## config.mk

```make
export PLATFORM = sky130hd
export DESIGN_NAME = fetch_unit
export DESIGN_NICKNAME = d
export VERILOG_FILES = /design/src/rtl/fetch_unit_pkg.sv /design/src/rtl/fetch_fifo.sv /design/src/rtl/fetch_unit.sv
export SDC_FILE = /design/constraint.sdc
export NUM_CORES = 1
export LEC_CHECK = 0
export CORE_UTILIZATION = 40
export CTS_BUF_LIST = sky130_fd_sc_hd__clkbuf_4 sky130_fd_sc_hd__clkbuf_8
export DETAILED_ROUTE_END_ITERATION = 8
export GPL_TIMING_DRIVEN = 0
export PLACE_DENSITY = 0.74
export SLEW_MARGIN = 20
export SYNTH_ARGS = -nofsm -noshare
export SYNTH_HDL_FRONTEND = slang
export SYNTH_SLANG_ARGS = --single-unit
```

## constraint.sdc

```tcl
create_clock -name clk -period 3.05 [get_ports clk]
set_clock_uncertainty 0.15 [all_clocks]
set_input_delay 0.61 -clock clk [delete_from_list [all_inputs] [get_ports clk]]
set_output_delay 0.61 -clock clk [all_outputs]
set_load 0.01 [all_outputs]
```

## src/rtl/fetch_unit_pkg.sv

```systemverilog
// Shared types and constants for the instruction-fetch stage.
// FSM encodings, default reset PC and instruction width.
package fetch_unit_pkg;

    localparam int          ILEN             = 32;
    localparam logic [31:0] DEFAULT_RESET_PC = 32'h0000_0000;

    typedef enum logic [1:0] {
        FETCH_BOOT = 2'd0,
        FETCH_RUN  = 2'd1,
        FETCH_HALT = 2'd2
    } fetch_state_e;

endpackage

```

## src/rtl/fetch_fifo.sv

```systemverilog
// Small circular buffer for fetched {pc, instr} words.
// Synchronous clear; push and pop may share a cycle.
module fetch_fifo #(
    parameter int WIDTH = 64,
    parameter int DEPTH = 2,
    localparam int PW = (DEPTH > 1) ? $clog2(DEPTH) : 1,
    localparam int CW = $clog2(DEPTH + 1)
) (
    input  logic             clk,
    input  logic             rst,
    input  logic             clr_i,
    input  logic             push_i,
    input  logic [WIDTH-1:0] data_i,
    input  logic             pop_i,
    output logic [WIDTH-1:0] data_o,
    output logic [CW-1:0]    count_o
);

    localparam logic [CW-1:0] FULL = CW'(DEPTH);

    logic [WIDTH-1:0] mem_q [DEPTH];
    logic [WIDTH-1:0] mem_d [DEPTH];
    logic [PW-1:0]    wr_q, wr_d;
    logic [PW-1:0]    rd_q, rd_d;
    logic [CW-1:0]    cnt_q, cnt_d;
    logic             do_push;
    logic             do_pop;

    function automatic logic [PW-1:0] nxt(input logic [PW-1:0] p);
        return (p == PW'(DEPTH - 1)) ? '0 : p + 1'b1;
    endfunction

    // Next pointers, count and storage contents.
    always_comb begin
        mem_d   = mem_q;
        wr_d    = wr_q;
        rd_d    = rd_q;
        cnt_d   = cnt_q;
        do_pop  = pop_i && (cnt_q != '0);
        do_push = push_i && ((cnt_q != FULL) || do_pop);
        if (clr_i) begin
            wr_d  = '0;
            rd_d  = '0;
            cnt_d = '0;
        end else begin
            if (do_push) begin
                mem_d[wr_q] = data_i;
                wr_d        = nxt(wr_q);
            end
            if (do_pop) begin
                rd_d = nxt(rd_q);
            end
            cnt_d = cnt_q + CW'(do_push) - CW'(do_pop);
        end
    end

    // Storage and pointer registers.
    always_ff @(posedge clk) begin
        if (rst) begin
            for (int i = 0; i < DEPTH; i++) begin
                mem_q[i] <= '0;
            end
            wr_q  <= '0;
            rd_q  <= '0;
            cnt_q <= '0;
        end else begin
            mem_q <= mem_d;
            wr_q  <= wr_d;
            rd_q  <= rd_d;
            cnt_q <= cnt_d;
        end
    end

    assign data_o  = mem_q[rd_q];
    assign count_o = cnt_q;

endmodule

```

## src/rtl/fetch_unit.sv

```systemverilog
// Instruction-fetch stage: PC, credit-limited imem requests,
// response buffering and redirect with stale-response discard.
module fetch_unit
    import fetch_unit_pkg::*;
#(
    parameter int              XLEN     = 32,
    parameter logic [XLEN-1:0] RESET_PC = XLEN'(DEFAULT_RESET_PC),
    parameter int              DEPTH    = 2
) (
    input  logic            clk,
    input  logic            rst,
    input  logic            redirect_i,
    input  logic [XLEN-1:0] redirect_pc_i,
    output logic            imem_req_o,
    output logic [XLEN-1:0] imem_addr_o,
    input  logic            imem_gnt_i,
    input  logic            imem_rvalid_i,
    input  logic [ILEN-1:0] imem_rdata_i,
    output logic            if_valid_o,
    input  logic            if_ready_i,
    output logic [ILEN-1:0] if_instr_o,
    output logic [XLEN-1:0] if_pc_o,
    output logic            fetch_misaligned_o
);

    localparam int CW = $clog2(DEPTH + 1);
    localparam int FW = ILEN + XLEN;

    fetch_state_e    state_q, state_d;
    logic [XLEN-1:0] pc_q, pc_d;
    logic [XLEN-1:0] rsp_pc_q, rsp_pc_d;
    logic [CW-1:0]   out_q, out_d;
    logic [CW-1:0]   disc_q, disc_d;

    logic [CW-1:0]   fifo_cnt;
    logic [FW-1:0]   fifo_head;
    logic [CW:0]     used;
    logic            gnt_fire;
    logic            accept;
    logic            push;
    logic            pop;

    // Credits count both in-flight and buffered words.
    assign used       = {1'b0, out_q} + {1'b0, fifo_cnt};
    assign imem_req_o = (state_q == FETCH_RUN) &&
                        (used < (CW + 1)'(DEPTH));
    assign gnt_fire   = imem_req_o && imem_gnt_i;
    assign accept     = imem_rvalid_i && (disc_q == '0) &&
                        (state_q == FETCH_RUN);
    assign push       = accept && !redirect_i;
    assign pop        = if_valid_o && if_ready_i && !redirect_i;

    // Next state, PC and credit/discard bookkeeping.
    always_comb begin
        state_d  = state_q;
        pc_d     = pc_q;
        rsp_pc_d = rsp_pc_q;
        disc_d   = disc_q;
        out_d    = out_q + CW'(gnt_fire) - CW'(imem_rvalid_i);
        if (imem_rvalid_i && (disc_q != '0)) begin
            disc_d = disc_q - 1'b1;
        end
        if (accept) begin
            rsp_pc_d = rsp_pc_q + XLEN'(4);
        end
        unique case (state_q)
            FETCH_BOOT: state_d = FETCH_RUN;
            FETCH_RUN: begin
                if (gnt_fire) begin
                    pc_d = pc_q + XLEN'(4);
                end
            end
            FETCH_HALT: state_d = FETCH_HALT;
            default:    state_d = FETCH_BOOT;
        endcase
        if (redirect_i) begin
            pc_d     = redirect_pc_i;
            rsp_pc_d = redirect_pc_i;
            disc_d   = out_d;
            state_d  = (redirect_pc_i[1:0] != 2'b00) ?
                       FETCH_HALT : FETCH_RUN;
        end
    end

    // State and bookkeeping registers.
    always_ff @(posedge clk) begin
        if (rst) begin
            state_q  <= FETCH_BOOT;
            pc_q     <= RESET_PC;
            rsp_pc_q <= RESET_PC;
            out_q    <= '0;
            disc_q   <= '0;
        end else begin
            state_q  <= state_d;
            pc_q     <= pc_d;
            rsp_pc_q <= rsp_pc_d;
            out_q    <= out_d;
            disc_q   <= disc_d;
        end
    end

    fetch_fifo #(
        .WIDTH (FW),
        .DEPTH (DEPTH)
    ) u_fifo (
        .clk     (clk),
        .rst     (rst),
        .clr_i   (redirect_i),
        .push_i  (push),
        .data_i  ({rsp_pc_q, imem_rdata_i}),
        .pop_i   (pop),
        .data_o  (fifo_head),
        .count_o (fifo_cnt)
    );

    assign imem_addr_o        = pc_q;
    assign if_valid_o         = (fifo_cnt != '0) &&
                                (state_q != FETCH_HALT);
    assign if_instr_o         = fifo_head[ILEN-1:0];
    assign if_pc_o            = fifo_head[FW-1:ILEN];
    assign fetch_misaligned_o = (state_q == FETCH_HALT);

endmodule

```

Yosys cells after proc, flatten, opt, wreduce, memory -nomap -nowiden
Cells that the tools add are included.

operators by class
  reductions and logical operators = 26
  bitwise gates (word level) = 3
  equality and inequality tests = 5
  $add $sub $neg = 10
  order comparisons = 4
  muxes and demuxes = 18

operator list
  operator                                                                       count
  64-bit 2-to-1 mux                                                              4
  32-bit 2-to-1 mux                                                              5
  128-bit bitwise mux                                                            1
  32-bit by 3-bit adder with 32-bit output (second input constant)               2
  64-bit demux with 1-bit select                                                 1
  2-bit nonzero test                                                             7
  1-bit logical AND                                                              12
  2-bit 2-to-1 mux                                                               4
  2-bit != test (second input constant)                                          3
  2-bit case mux with 3 select lines                                             1
  2-bit by 1-bit adder with 2-bit output                                         2
  2-bit greater-or-equal comparator (second input constant)                      2
  2-bit logical NOT                                                              2
  1-bit NOT with 2-bit output                                                    2
  2-bit AND reduction                                                            2
  2-bit by 1-bit subtractor with 2-bit output                                    2
  2-bit by 2-bit adder with 3-bit output                                         1
  3-bit by 2-bit less-than comparator with 1-bit output (second input constant)  1
  1-bit adder (second input constant)                                            2
  2-bit by 1-bit equality test with 1-bit output (second input constant)         1
  2-bit equality test (second input constant)                                    1
  2-bit by 1-bit less-than comparator with 1-bit output (second input constant)  1
  1-bit 2-to-1 mux                                                               2
  2-bit OR reduction                                                             1
  other kinds (4)                                                                4

word-level totals
  register bits after elaboration = 202
  input bits = 70

Longest topological paths before layout
  depth in word-level cells = 9
  depth in mapped cells = 12

By module
From an unflattened synthesis, not the netlist that was laid out.

unflattened totals
  cells, all modules = 1008
  area total of the unflattened synthesis = 10058.4 um^2

by module, submodules not included
  module      times used  area an instance (um^2)  cells each
  fetch_fifo  1           6283.5                   579
  fetch_unit  1           3774.9                   429

Least setup slack after synthesis
Ideal clock, no wire load.

  kind = reg2reg
  from = register u_fifo.cnt_q[0] (netlist: u_fifo.count_o[0])
  to = register disc_q[1]
  stages on the path, launching flop included = 13
  clock period less this slack = 2893 ps
  path slack = 157 ps
  buffers on the path = 1
  arrival time = 2625 ps
  cell sequence = dfxtp_1 -> and2_1 -> fa_1 -> nor4b_4 -> buf_4 -> nand2_1 -> ha_1 -> inv_1 -> ha_1 -> xor2_1 -> xnor2_1 -> nor2_1 -> o2bb2ai_1

between the ends
  longest elaborated chain between the ends = 7

ends and longest elaborated chain
  item                                                   line              text
  start: declaration                                     fetch_fifo.sv:25  logic [CW-1:0] cnt_q, cnt_d;
  start signal: assignment                               fetch_fifo.sv:70  cnt_q <= cnt_d;
  2-bit by 2-bit adder with 3-bit output                 fetch_unit.sv:44  assign used = {1'b0, out_q} + {1'b0, fifo_cnt};
  3-bit by 2-bit less-than comparator with 1-bit output  fetch_unit.sv:46  (used < (CW + 1)'(DEPTH));
  1-bit logical AND                                      fetch_unit.sv:45  assign imem_req_o = (state_q == FETCH_RUN) &&
  named net imem_req_o                                   fetch_unit.sv:14  output logic imem_req_o,
  1-bit logical AND                                      fetch_unit.sv:47  assign gnt_fire = imem_req_o && imem_gnt_i;
  2-bit by 1-bit adder with 2-bit output                 fetch_unit.sv:59  out_d = out_q + CW'(gnt_fire) - CW'(imem_rvalid_i);
  2-bit by 1-bit subtractor with 2-bit output            fetch_unit.sv:59
  2-bit 2-to-1 mux                                       fetch_unit.sv:76  if (redirect_i) begin
  end signal: assignment                                 fetch_unit.sv:98  disc_q <= disc_d;
  end: declaration                                       fetch_unit.sv:33  logic [CW-1:0] disc_q, disc_d;

The timed path passes the listed nets, and every way through them passes these cells.
A chain may end at the register's enable or synchronous reset.

Final worst setup path
  from = register u_fifo.cnt_q[0] (netlist: u_fifo.count_o[0])
  to = register disc_q[1]

between the ends
  longest elaborated chain between the ends = 7

ends and longest elaborated chain
  item                                                   line
  2-bit by 2-bit adder with 3-bit output                 fetch_unit.sv:44
  3-bit by 2-bit less-than comparator with 1-bit output  fetch_unit.sv:46
  1-bit logical AND                                      fetch_unit.sv:45
  1-bit logical AND                                      fetch_unit.sv:47
  2-bit by 1-bit adder with 2-bit output                 fetch_unit.sv:59
  2-bit by 1-bit subtractor with 2-bit output            fetch_unit.sv:59
  2-bit 2-to-1 mux                                       fetch_unit.sv:76

No other way between the ends.

==> impl_metrics.py <==
metrics = {
    "die": {
        "dieArea_mm2": 0.0269,
        "die_w_um": 164,
        "start_util": 0.412,
        "rows": 58,
        "die-height_um": 164,
        "ioPinCount": 169,
        "core_area_mm2": 0.0255,
    },
    "synthesis": {
        "synth_top_family_by_area": "compound AO/OA/AOI/OAI gates",
        "synth-compound-area-share": 0.248,
        "syn-num-nets": 1297,
        "seq_area_frac_synth": 0.385,
        "synth-simple-area-share": 0.196,
        "synth-main-ff-cell": "dfxtp_1",
        "synth_edf_count": 0,
        "async_flop_share": 0,
        "yosysWarnings": 0,
        "yosys-top-cells-area": "dfxtp_1 38%, o31ai_1 10%, nand4_1 8.8%",
        "synth-xor-area-share": 0.0183,
        "synthMuxAreaShare": 0.0696,
        "synth-adder-area-share": 0.00905,
        "syn_avg_cell_area_um2": 8.61,
        "yosys.area.top_type": "dfxtp_1",
        "synth_top_area_frac": 0.385,
        "synthesis.area_mm2": 0.0105,
        "synthCells": 1220,
        "ys_types": 65,
        "ys_ff_latch": 202,
    },
    "finish": {
        "seqCellArea_mm2": 0.00405,
        "multi_input_area_mm2": 0.00573,
        "fillCellCount": 2344,
        "drive_gt1_frac": 0.138,
        "areaGrowthSynthToFinish_pct": 29.0,
        "antennaDiodeCount": 0,
        "finalInstanceArea_mm2": 0.0136,
        "num-nets-final": 1509,
    },
    "clock_network": {
        "cts.path.max_buffers": 3,
        "numCtsBuffers": 36,
        "cts_sinks": 202,
        "cts-hold-fix-buffers": 0,
        "cts-root-buf": "clkbuf_8",
        "clock_latency_ns": 0.52,
        "cts_tree": "done",
        "htreeDepth": 2,
        "clk_pin_slew_worst_paths_ns": 0.06,
    },
    "routing": {
        "dr.pass1.iters": 6,
        "drc": 0,
        "routed_wl_um": 35100,
        "drt_iter0_markers": 1169,
        "vias": 10900,
        "ant_nets": 0,
        "wl_per_cell_um": 19.7,
        "routed_via_density": 6.13,
    },
    "grt": {
        "met1_usage": 0.351,
        "grt_antenna_before_repair": 0,
        "use_met2": 0.394,
        "overflow": 0,
        "grt_usage": 0.257,
        "grt_use_met3": 0.0465,
        "grt_busiest_layer": "met2",
        "grt_pass1_vias": 10400,
        "grt_max_degree": 11,
        "grt_pass1_wl_um": 54800,
    },
    "flow_run": {
        "maxCapViolCount": 0,
    },
    "setup_path": {
        "cp_slowest_cell": "fa_1",
        "crit_required_ns": 3.28,
        "cp-end-kind": "flop",
        "arrival_ns": 3.24,
        "cp-start-kind": "flop",
        "slowest_delay_ns": 0.52,
        "critPathMostFrequentCell": "ha_4",
        "critPathTopFamily": "adder cells",
        "path_max_fanout": 4,
        "path_buf_inv": 3,
        "crit_chain": "and2_4 -> fa_1 -> nor4b_4 -> buf_6 -> buf_8 -> nand2_8 -> ha_4 -> inv_2 -> ha_4 -> xor2_2 -> xnor2_1 -> nor2_1 -> o2bb2ai_1",
        "criticalPathCategory": "reg2reg",
    },
    "place": {
        "place_area_mm2": 0.0126,
        "dp_hpwl_um": 24700,
        "portBuffers": 166,
        "place_congestion": 0.888,
    },
    "status": {
        "status": "finished clean",
    },
    "sta": {
        "finalHoldViolCount": 0,
        "setup_violations": 0,
        "period_needed_ns": 3.01,
        "period_share": 0.987,
        "fin_hold_ws_ns": 0.311,
        "maxSlewHeadroom": 0.374,
        "rsz0062_at_grt": "true",
        "worstMarginPinSlew_ns": 0.940,
        "setup_tns_ns": 0,
        "max_freq_mhz": 332,
        "slew_viol_final": 0,
    },
    "power": {
        "total_power_mw": 6.40,
        "vdd_drop_max_mv": 0.283,
        "leakage_nw": 4.52,
        "powerDensity_mw_per_mm2": 472,
    },
    "hold_path": {
        "hold_class": "reg2reg",
    },
}
metal layers:
layer / wire length (um) / vias to the layer above
met3: 3420 / 79
met5: 0 / -
met4: 1270 / 0
li1: - / 5116
met2: 15600 / 614
met1: 14900 / 5135
Yosys cell counts (3+ instances only):
master / instances
nor2_1: 33
o21a_1: 5
a21boi_0: 18
xnor2_1: 7
o21ai_0: 12
nand2_1: 41
or4_1: 8
ha_1: 6
and2_1: 7
nor3_1: 20
mux2_2: 64
buf_6: 6
a211oi_1: 18
xor2_1: 15
o31a_1: 15
buf_1: 15
inv_1: 32
buf_2: 20
clkbuf_1: 99
nand3_1: 23
o31ai_1: 142
or3_1: 3
nand4_1: 148
a31oi_1: 9
and4_1: 13
nand4_2: 4
a21oi_1: 160
buf_4: 3
o311a_1: 3
o21bai_1: 6
dfxtp_1: 202
and3_1: 6
nor4_1: 20
cell type report:
class / instances / share of cell area
plain buffers: 147 / 0.0502
flip-flops and latches: 202 / 0.299
clock inverters: 7 / 0.0103
multi-input cells: 838 / 0.423
repair buffers: 174 / 0.127
inverters: 33 / 0.00914
clock buffers: 54 / 0.0507
well taps: 330 / 0.0305
state kept, by name, summed over array words and instances (netlist names):
| name | cells |
|---|---|
| u_fifo.mem_q | 128 |
| imem_addr_o | 32 |
| rsp_pc_q | 32 |
| disc_q | 2 |
| out_q | 2 |
| state_q | 2 |
| u_fifo.count_o | 2 |
| u_fifo.rd_q | 1 |
| u_fifo.wr_q | 1 |
cells in the final DEF (no fill, tap or decap), drive strengths merged, types with 33 or more instances in the layout:
cell	instances
buf	55
nor2	33
nand2	41
nand4	152
dfxtp	202
o31ai	142
inv	33
clkdlybuf4s50	165
clkbuf	154
a21oi	160
mux2	64
stage by stage:
stage               setup WS, ns  std cells   util
floorplan                  0.157       1220      -
global placement          -0.228       1716  0.494
detailed placement        -0.303       1716  0.494
CTS                    -0.000681       1779  0.528
global route             -0.0694       1785  0.532
finish                    0.0403       1785  0.532
where the power goes:
group	switching [mW]	total [mW]	internal [mW]	leakage [nW]
logic	0.348	0.656	0.308	2.45
clock network	1.16	2.93	1.77	0.426
registers	0.0980	2.81	2.72	1.64
total	1.60	6.40	4.80	4.52
worst reg2reg max path, delay by kind of cell, from the launching register on:
family	cells	cell delay, ns
compound gates	1	0.17
xor+xnor	2	0.30
fa+ha+maj	3	0.96
buf+inv	3	0.32
flops	1	0.37
simple gates	4	0.63
cells by family (layout without fill, tap and decap cells):
logic type      after synthesis  count (layout)
flops                       202             202
simple gates                345             345
xor+xnor                     22              22
mux                          65              65
buf+inv                     180             415
fa+ha+maj                     7               7
compound gates              399             399
timing repair:
action	4_1_cts	5_1_grt
pin swaps	1	5
resized for setup	17	18
setup endpoints to repair	64	35
setup buffers	2	6
worst paths after layout:
kind                     startpoint             end  slack, ns  depth (start not counted)
setup / recovery  u_fifo.count_o[0]       disc_q[1]       0.04                         13
hold / removal       imem_addr_o[1]  imem_addr_o[1]       0.31                          2
setup reg to reg  u_fifo.count_o[0]       disc_q[1]       0.04                         13
hold reg to reg      imem_addr_o[1]  imem_addr_o[1]       0.31                          2
(Power assumes the default switching activity.)
